$ cat src/rtl/ps2_pkg.sv
// PS/2 receive path shared definitions.
// Prefix byte values and frame FSM encoding.
package ps2_pkg;

  localparam logic [7:0] PS2_PREFIX_EXT = 8'hE0;
  localparam logic [7:0] PS2_PREFIX_REL = 8'hF0;

  typedef enum logic [1:0] {
    ST_IDLE   = 2'd0,
    ST_DATA   = 2'd1,
    ST_PARITY = 2'd2,
    ST_STOP   = 2'd3
  } ps2_state_t;

endpackage

$ cat src/rtl/ps2_clk_filter.sv
// PS/2 line synchroniser and clock glitch filter.
// Emits one pulse per filtered falling clock edge.
module ps2_clk_filter #(
  parameter int FILTER_LEN = 8
) (
  input  logic clk,
  input  logic rst,
  input  logic ps2clk,
  input  logic ps2dat,
  output logic dat_sync,
  output logic fall
);

  localparam int CW = $clog2(FILTER_LEN) + 1;

  logic [1:0]    clk_sr;
  logic [1:0]    dat_sr;
  logic [CW-1:0] cnt;
  logic          clk_s;
  logic          clk_filt;
  logic          flip;

  assign clk_s    = clk_sr[1];
  assign dat_sync = dat_sr[1];
  assign flip     = (clk_s != clk_filt) &&
                    (cnt == CW'(FILTER_LEN - 1));

  // two-flop synchronisers, idle lines read high
  always_ff @(posedge clk) begin
    if (rst) begin
      clk_sr <= 2'b11;
      dat_sr <= 2'b11;
    end else begin
      clk_sr <= {clk_sr[0], ps2clk};
      dat_sr <= {dat_sr[0], ps2dat};
    end
  end

  // level changes only after a full run of differing samples
  always_ff @(posedge clk) begin
    if (rst) begin
      cnt      <= '0;
      clk_filt <= 1'b1;
      fall     <= 1'b0;
    end else begin
      fall <= flip & clk_filt;
      if (clk_s == clk_filt) begin
        cnt <= '0;
      end else if (flip) begin
        cnt      <= '0;
        clk_filt <= clk_s;
      end else begin
        cnt <= cnt + 1'b1;
      end
    end
  end

endmodule

$ cat src/rtl/ps2_rx_frame.sv
// PS/2 receive framer with prefix folding.
// Single-entry ready/read output holding register.
module ps2_rx_frame
  import ps2_pkg::*;
#(
  parameter int FILTER_LEN     = 8,
  parameter int TIMEOUT_CYCLES = 100000
) (
  input  logic       clk,
  input  logic       rst,
  input  logic       ps2clk,
  input  logic       ps2dat,
  input  logic       rx_read,
  output logic [7:0] rx_scan_code,
  output logic       rx_extended,
  output logic       rx_released,
  output logic       rx_data_ready,
  output logic       rx_overrun,
  output logic       rx_error
);

  localparam int TW = $clog2(TIMEOUT_CYCLES + 1);

  ps2_state_t    state;
  ps2_state_t    state_nx;
  logic          dat_s;
  logic          fall;
  logic [2:0]    bit_cnt;
  logic [7:0]    shreg;
  logic          par;
  logic [TW-1:0] to_cnt;
  logic          timeout;
  logic          start_bit;
  logic          shift_en;
  logic          par_en;
  logic          frame_end;
  logic          frame_ok;
  logic          err_now;
  logic          is_ext;
  logic          is_rel;
  logic          load;
  logic          read_ack;
  logic          ext_pend;
  logic          rel_pend;

  ps2_clk_filter #(
    .FILTER_LEN(FILTER_LEN)
  ) u_filt (
    .clk     (clk),
    .rst     (rst),
    .ps2clk  (ps2clk),
    .ps2dat  (ps2dat),
    .dat_sync(dat_s),
    .fall    (fall)
  );

  assign timeout  = (state != ST_IDLE) &&
                    (to_cnt == TW'(TIMEOUT_CYCLES));
  assign frame_ok = frame_end & (^{shreg, par}) & dat_s;
  assign err_now  = timeout | (frame_end & ~frame_ok);
  assign is_ext   = (shreg == PS2_PREFIX_EXT);
  assign is_rel   = (shreg == PS2_PREFIX_REL);
  assign load     = frame_ok & ~is_ext & ~is_rel;
  assign read_ack = rx_read & rx_data_ready;

  // frame state register
  always_ff @(posedge clk) begin
    if (rst) state <= ST_IDLE;
    else     state <= state_nx;
  end

  // frame sequencing on sample events, timeout wins
  always_comb begin
    state_nx = state;
    if (timeout) begin
      state_nx = ST_IDLE;
    end else if (fall) begin
      unique case (state)
        ST_IDLE:   if (!dat_s) state_nx = ST_DATA;
        ST_DATA:   if (bit_cnt == 3'd7) state_nx = ST_PARITY;
        ST_PARITY: state_nx = ST_STOP;
        ST_STOP:   state_nx = ST_IDLE;
        default:   state_nx = ST_IDLE;
      endcase
    end
  end

  // per-state datapath strobes
  always_comb begin
    start_bit = 1'b0;
    shift_en  = 1'b0;
    par_en    = 1'b0;
    frame_end = 1'b0;
    unique case (state)
      ST_IDLE:   start_bit = fall & ~dat_s;
      ST_DATA:   shift_en  = fall & ~timeout;
      ST_PARITY: par_en    = fall & ~timeout;
      ST_STOP:   frame_end = fall & ~timeout;
      default:   start_bit = 1'b0;
    endcase
  end

  // stall watchdog, idle or any sample event rearms it
  always_ff @(posedge clk) begin
    if (rst || state == ST_IDLE || fall) to_cnt <= '0;
    else if (!timeout)                  to_cnt <= to_cnt + 1'b1;
  end

  // LSB-first shifter; bit counter saturates at 7
  always_ff @(posedge clk) begin
    if (rst) begin
      shreg   <= '0;
      bit_cnt <= '0;
      par     <= 1'b0;
    end else begin
      if (start_bit) bit_cnt <= '0;
      if (shift_en) begin
        shreg <= {dat_s, shreg[7:1]};
        if (bit_cnt != 3'd7) bit_cnt <= bit_cnt + 1'b1;
      end
      if (par_en) par <= dat_s;
    end
  end

  // prefix folding, holding register and handshake
  always_ff @(posedge clk) begin
    if (rst) begin
      ext_pend      <= 1'b0;
      rel_pend      <= 1'b0;
      rx_scan_code  <= '0;
      rx_extended   <= 1'b0;
      rx_released   <= 1'b0;
      rx_data_ready <= 1'b0;
      rx_overrun    <= 1'b0;
      rx_error      <= 1'b0;
    end else begin
      rx_error <= err_now;
      if (err_now) begin
        ext_pend <= 1'b0;
        rel_pend <= 1'b0;
      end else if (frame_ok) begin
        unique case (1'b1)
          is_ext: ext_pend <= 1'b1;
          is_rel: rel_pend <= 1'b1;
          default: begin
            rx_scan_code <= shreg;
            rx_extended  <= ext_pend;
            rx_released  <= rel_pend;
            ext_pend     <= 1'b0;
            rel_pend     <= 1'b0;
          end
        endcase
      end
      if (load)          rx_data_ready <= 1'b1;
      else if (read_ack) rx_data_ready <= 1'b0;
      if (read_ack)                   rx_overrun <= 1'b0;
      else if (load && rx_data_ready) rx_overrun <= 1'b1;
    end
  end

endmodule
$ cat config.mk
export PLATFORM = sky130hd
export DESIGN_NAME = ps2_rx_frame
export DESIGN_NICKNAME = d
export VERILOG_FILES = /design/src/rtl/ps2_pkg.sv /design/src/rtl/ps2_clk_filter.sv /design/src/rtl/ps2_rx_frame.sv
export SDC_FILE = /design/constraint.sdc
export NUM_CORES = 1
export LEC_CHECK = 0
export BUFFER_PORTS_ARGS = -buffer_cell sky130_fd_sc_hd__buf_2
export CAP_MARGIN = 10
export CELL_PAD_IN_SITES_DETAIL_PLACEMENT = 1
export CELL_PAD_IN_SITES_GLOBAL_PLACEMENT = 2
export CORE_ASPECT_RATIO = 1.2
export CORE_MARGIN = 2
export CORE_UTILIZATION = 38
export CTS_BUF_LIST = sky130_fd_sc_hd__clkbuf_4 sky130_fd_sc_hd__clkbuf_8 sky130_fd_sc_hd__clkbuf_16
export DETAILED_ROUTE_END_ITERATION = 7
export GPL_TIMING_DRIVEN = 0
export PLACE_DENSITY = 0.87
export SLEW_MARGIN = 20
export SYNTH_ARGS = -nofsm -noshare
export SYNTH_HDL_FRONTEND = slang
export SYNTH_SLANG_ARGS = --single-unit
$ cat constraint.sdc
create_clock -name clk -period 2.2 [get_ports clk]
set_input_delay 0.33 -clock clk [delete_from_list [all_inputs] [get_ports clk]]
set_output_delay 0.33 -clock clk [all_outputs]
set_load 0.005 [all_outputs]
* Word level (Yosys, flattened, before mapping)
Index checks and enable logic that the tools add are counted.
** Word-level totals
- Register bits :: 56
- Bits of input ports :: 5
- Output and inout port bits :: 13
- Word-level logic and storage cells :: 85
** Cells by class
- $add $sub $neg :: 3
- Equality and inequality tests :: 13
- Mux-type cells :: 14
- Bitwise gates (word level) :: 18
- Reduce and logical (&&, ||, !) cells :: 19
** Operators by type and width (count)
- adder 17 x 1 -> 17 bit (second input constant) :: 1
- equality test 17 bit (second input constant) :: 1
- equality test 8 bit (second input constant) :: 2
- bitwise AND 1 bit :: 9
- 2-to-1 mux 3 bit :: 3
- parity 9 bit :: 1
- inverter 1 bit :: 8
- one-hot mux 2 bit (4 select lines) :: 1
- OR reduction 2 bit :: 4
- 2-to-1 mux 1 bit :: 6
- AND reduction 2 bit :: 3
- AND reduction 3 bit :: 2
- adder 4 x 1 -> 4 bit (second input constant) :: 1
- equality test 2 bit (second input constant) :: 2
- equality test 4 x 3 -> 1 bit (second input constant) :: 1
- 2-to-1 mux 2 bit :: 2
- inequality test 2 bit (second input constant) :: 2
- one-hot mux 1 bit (2 select lines) :: 2
- nonzero test 2 bit :: 2
- adder 3 x 1 -> 3 bit (second input constant) :: 1
- equality test 3 bit (second input constant) :: 1
- logical AND 1 bit :: 3
- inequality test 3 bit (second input constant) :: 1
- OR reduction 3 bit :: 1
- 6 further kinds :: 7

* Logic depth before layout (Yosys ltp)
- Depth in word-level cells :: 12
- Depth in mapped cells :: 7
- Mapped depth without buffers :: 7

* Modules after synthesis
From an unflattened synthesis, not the netlist that was laid out.
** Second synthesis, totals
- Cells, all modules :: 267
- Area total of the unflattened synthesis :: 2601.2 sq um
** Modules (own cells, without submodules)
- ps2_rx_frame :: times used 1, cells each 236, area an instance 2264.7 sq um, sequential area each 920.9 sq um
- ps2_clk_filter :: times used 1, cells each 31, area an instance 336.6 sq um, sequential area each 200.2 sq um

* Least setup slack after synthesis
OpenSTA, ideal clock, no wires.
- Path type :: reg-to-reg
- From :: register shreg[4]
- To :: register rx_extended
- Library setup time :: 0.072 ns
- Data arrival time :: 1.800 ns
- Required time :: 2.128 ns
- Setup slack :: 0.328 ns
- Stages on the path, launching flop included :: 7
- Path buffers :: 1
- Period minus slack after synthesis :: 1.872 ns
- Cell sequence :: dfxtp_1 -> xor2_1 -> xnor3_1 -> mux2i_4 -> nor4b_4 -> buf_6 -> mux2i_1
** On the way
- Word-level cells in the longest chain between the ends :: 8
- Elaborated cells between the ends (all ways) :: 12
- Those cells by class :: eq/ne (2); bitwise (7); reduce/logical (3)
** Ends and longest elaborated chain
- from (decl) :: RTL line ps2_rx_frame.sv:29 : logic [7:0] shreg;
- from (signal assigned) :: RTL line ps2_rx_frame.sv:118 : shreg <= {dat_s, shreg[7:1]};
- parity 9 bit :: RTL line ps2_rx_frame.sv:59 : assign frame_ok = frame_end & (^{shreg, par}) & dat_s;
- bitwise AND 1 bit (2 in a row) :: RTL line ps2_rx_frame.sv:59
- inverter 1 bit :: RTL line ps2_rx_frame.sv:60 : assign err_now = timeout | (frame_end & ~frame_ok);
- bitwise AND 1 bit :: RTL line ps2_rx_frame.sv:60
- bitwise OR 1 bit :: RTL line ps2_rx_frame.sv:60
- inverter 1 bit (no source line)
- AND reduction 3 bit (no source line) *
- to (signal assigned) :: RTL line ps2_rx_frame.sv:147 : rx_extended <= ext_pend;
- to (decl) :: RTL line ps2_rx_frame.sv:15 : output logic rx_extended,
Every way passes the cells marked *; elsewhere a longest branch is shown, timed or not.
A chain may end at the register's enable or synchronous reset.

* Final worst setup path
- From :: register to_cnt[3]
- To :: register bit_cnt[0]
** On the way
- Word-level cells in the longest chain between the ends :: 6
** Ends and longest elaborated chain
- from (decl) :: RTL line ps2_rx_frame.sv:31 : logic [TW-1:0] to_cnt;
- from (signal assigned) :: RTL line ps2_rx_frame.sv:106 : else if (!timeout) to_cnt <= to_cnt + 1'b1;
- equality test 17 bit :: RTL line ps2_rx_frame.sv:58 : (to_cnt == TW'(TIMEOUT_CYCLES));
- logical AND 1 bit :: RTL line ps2_rx_frame.sv:57 : assign timeout = (state != ST_IDLE) &&
- inverter 1 bit :: RTL line ps2_rx_frame.sv:96 : ST_DATA: shift_en = fall & ~timeout;
- bitwise AND 1 bit :: RTL line ps2_rx_frame.sv:96
- 2-to-1 mux 1 bit :: RTL line ps2_rx_frame.sv:94 : unique case (state)
- 2-to-1 mux 3 bit :: RTL line ps2_rx_frame.sv:117 : if (shift_en) begin
- to (signal assigned) :: RTL line ps2_rx_frame.sv:119 : if (bit_cnt != 3'd7) bit_cnt <= bit_cnt + 1'b1;
- to (decl) :: RTL line ps2_rx_frame.sv:28 : logic [2:0] bit_cnt;
No other way between the ends.

==> impl_metrics.tcl <==
set metrics [dict create \
    outcome "finished, final reports clean" \
    post_drt_wl_per_cell_um 13.5 \
    whs_ps 203 \
    worst_pin_slew_ps 1050 \
    h-tree-depth 2 \
    cts_max_path_buffers 2 \
    cts_buffers 5 \
    synthDistinctLibCells 42 \
    final_area_um2 2960 \
    startpoint_type "register" \
    multi_input_area_um2 1400 \
    globalplace.congestion 0.744 \
    clockPowerShare_pct 39.2 \
    pwr-share-seq_pct 59.1 \
    p_sw_share_pct 20.0 \
    power-per-cell-area_nw_per_um2 584 \
    die_w_um 79.4 \
    grt_pass1_vias 1894 \
    place_area_um2 2790 \
    cts_tree "yes" \
    maxCapViolCount 0 \
    finalCritPeriodShare_pct 92.7 \
    antenna_found_initial 0 \
    worstSetupPathType "reg2reg" \
    syn-num-nets 283 \
    grt_overflow 0 \
    ys_seq_area_share_pct 43.2 \
    n_fill_cell 796 \
    end_kind "register" \
    clk_pin_slew_ps 100 \
    dieHeight_um 94.5 \
    hold_buffers 0 \
    peakVddDrop_mv 0.241 \
    synthesis.area_um2 2590 \
    dr.first_iter.drc_count 35 \
    routed_wl_mm 5.20 \
    hp-class "in2reg" \
    dpl_worst_slack_ps 9.73 \
    period_needed_ps 2040 \
    worst_slack_ps 161 \
    yosys-top-cells-area "dfxtp_1 (43%), mux2i_1 (8.1%), ha_1 (4.8%)" \
    syn_avg_cell_area_um2 9.68 \
    gr-usage-all-layers_pct 14.6 \
    synth_flop_cell "dfxtp_1" \
    io_pins 18 \
    antenna_cells 0 \
    slew_headroom_pct 29.6 \
    syn_inst 268 \
    post_drt_via_cell_ratio 5.01 \
    max_freq_mhz 490 \
    clock-sinks 56 \
    required_ps 2450 \
    regArea_um2 1130 \
    synth_async_sr_flop_share_pct 0 \
    area_growth_pct 14.0 \
    final_common_cell "dfxtp_1" \
    hold_viol_final 0 \
    setup_viol_count_final 0 \
    synth_top_area_share_pct 43.2 \
    dpl.cell_count 372 \
    p_leak_nw 1.14 \
    io_buffers 17 \
    fin_skew_ps 6.10 \
    core_area_um2 6730 \
    grt_max_degree 17 \
    drive_above_1_share_pct 15.8 \
    cts_root_buffer "clkbuf_8" \
    insertion_delay_ps 310 \
    internal_power_mw 1.38 \
    layout_common_cells "dfxtp_1 (52), nor2_1 (32), mux2i_1 (21), buf_2 (18), nand2b_1 (16)" \
    drt_pass1_iterations 4 \
    crit_arrival_ps 2290 \
    ant_nets 0 \
    die-area_um2 7510 \
    synth_area_leader_cell "dfxtp_1" \
    p_comb_share_pct 1.7 \
    ys.warnings.count 0 \
    initial_core_util_pct 38.6 \
    drc 0 \
    ys_ff_latch 56 \
    final_cells 384 \
    rsz0062_at_grt "true" \
    grt_pass1_wl_mm 8.67 \
    p_sw_mw 0.346 \
    hpwlAfterDp_mm 3.82 \
    rows 33 \
    slew_viol_final 0 \
    final_nets 311 \
    synth-edff-count 0 \
    vias 1922 \
    critical_path.max_fanout 5 \
]
==> worst max-delay path, cell delays in order (launching register included) <==
cell and delay [ps]:
dfxtp_1 370, nor4b_1 330, nand3_1 330, o31ai_2 510
mux2_1 370, nor2_1 80
==> metrics by stage <==
step	util, %	power (mW)	setup TNS (ps)
after floorplan	-	1.06	0
after global placement	41.4	1.07	0
after detailed placement	41.4	1.07	0
after CTS	43.4	1.75	0
after global routing	43.9	1.79	-12.3
final	43.9	1.73	0
==> timing repair <==
item / 4_1_cts / 5_1_grt
setup endpoints to repair: 2 / 11
buffers inserted: 1 / 2
gates resized for setup: 0 / 9
gates cloned: 0 / 1
pin swaps: 1 / 1
==> final timing paths <==
check | slack, ps | start | end | cells past startpoint
worst min register to register | 410 | u_filt.clk_sr[0]$_SDFF_PP1_ | u_filt.clk_sr[1]$_SDFF_PP1_ | 1
worst min-delay path | 200 | ps2clk | u_filt.clk_sr[0]$_SDFF_PP1_ | 2
worst max register to register | 160 | to_cnt[3]$_SDFFE_PP0N_ | bit_cnt[0]$_SDFF_PP0_ | 5
worst max-delay path | 160 | to_cnt[3]$_SDFFE_PP0N_ | bit_cnt[0]$_SDFF_PP0_ | 5
==> final cells by class <==
type / count / area share, %
multi-input combinational: 194 / 47.3
sequential: 56 / 38.1
timing repair buffer: 21 / 4.44
tap: 87 / 3.68
clock buffer: 6 / 2.58
buffer: 9 / 1.57
clock inverter: 2 / 1.18
inverter: 9 / 1.14
==> flip-flops by register name, summed over array words and instances, names as in the netlist, 2 cells and up <==
| register | flops |
|---|---|
| u_filt.clk_sr | 2 |
| u_filt.cnt | 4 |
| to_cnt | 17 |
| rx_scan_code | 8 |
| bit_cnt | 3 |
| u_filt.dat_sr | 2 |
| state | 2 |
| shreg | 8 |
==> kinds of logic (layout without fill, tap and decap cells) <==
family | count (synthesis) | count (layout) | synth area share (%)
compound gates | 21 | 21 | 5.83
xor+xnor | 21 | 21 | 8.15
fa+ha+maj | 10 | 10 | 4.82
buf+inv | 18 | 47 | 3.09
flops | 56 | 56 | 43.2
mux | 23 | 23 | 9.40
simple gates | 119 | 119 | 25.5
==> cell usage after synthesis, drive strengths merged (2+ instances only) <==
cell,instances
dfxtp,56
nor2,32
mux2i,22
nand2b,16
nand2,14
ha,10
nand3,10
xnor2,10
a21oi,9
inv,9
xor2,9
clkbuf,6
nor3,6
or2b,6
nor4,5
nor4b,5
or3,5
nand4,4
o21ai,4
or2,4
buf,3
nand3b,3
nor2b,3
a31oi,2
and2,2
and3,2
xnor3,2
==> metal layers <==
metal	routed length, um	GRT usage, %	part of all wire [%]
met1	2220	16.6	43
met2	2770	27.0	53
met3	123	2.58	2.4
met4	82	5.17	1.6
met5	0	0	0
==> power groups by stage <==
stage	logic, mW	clock network (mW)	registers (mW)
finish	0.0296	0.677	1.02
detailed placement	0.0308	0	1.04
CTS	0.0308	0.702	1.02
floorplan	0.0198	0	1.04
global placement	0.0301	0	1.04
global route	0.0340	0.739	1.02
Note: power is estimated with default switching activity, not from simulation.
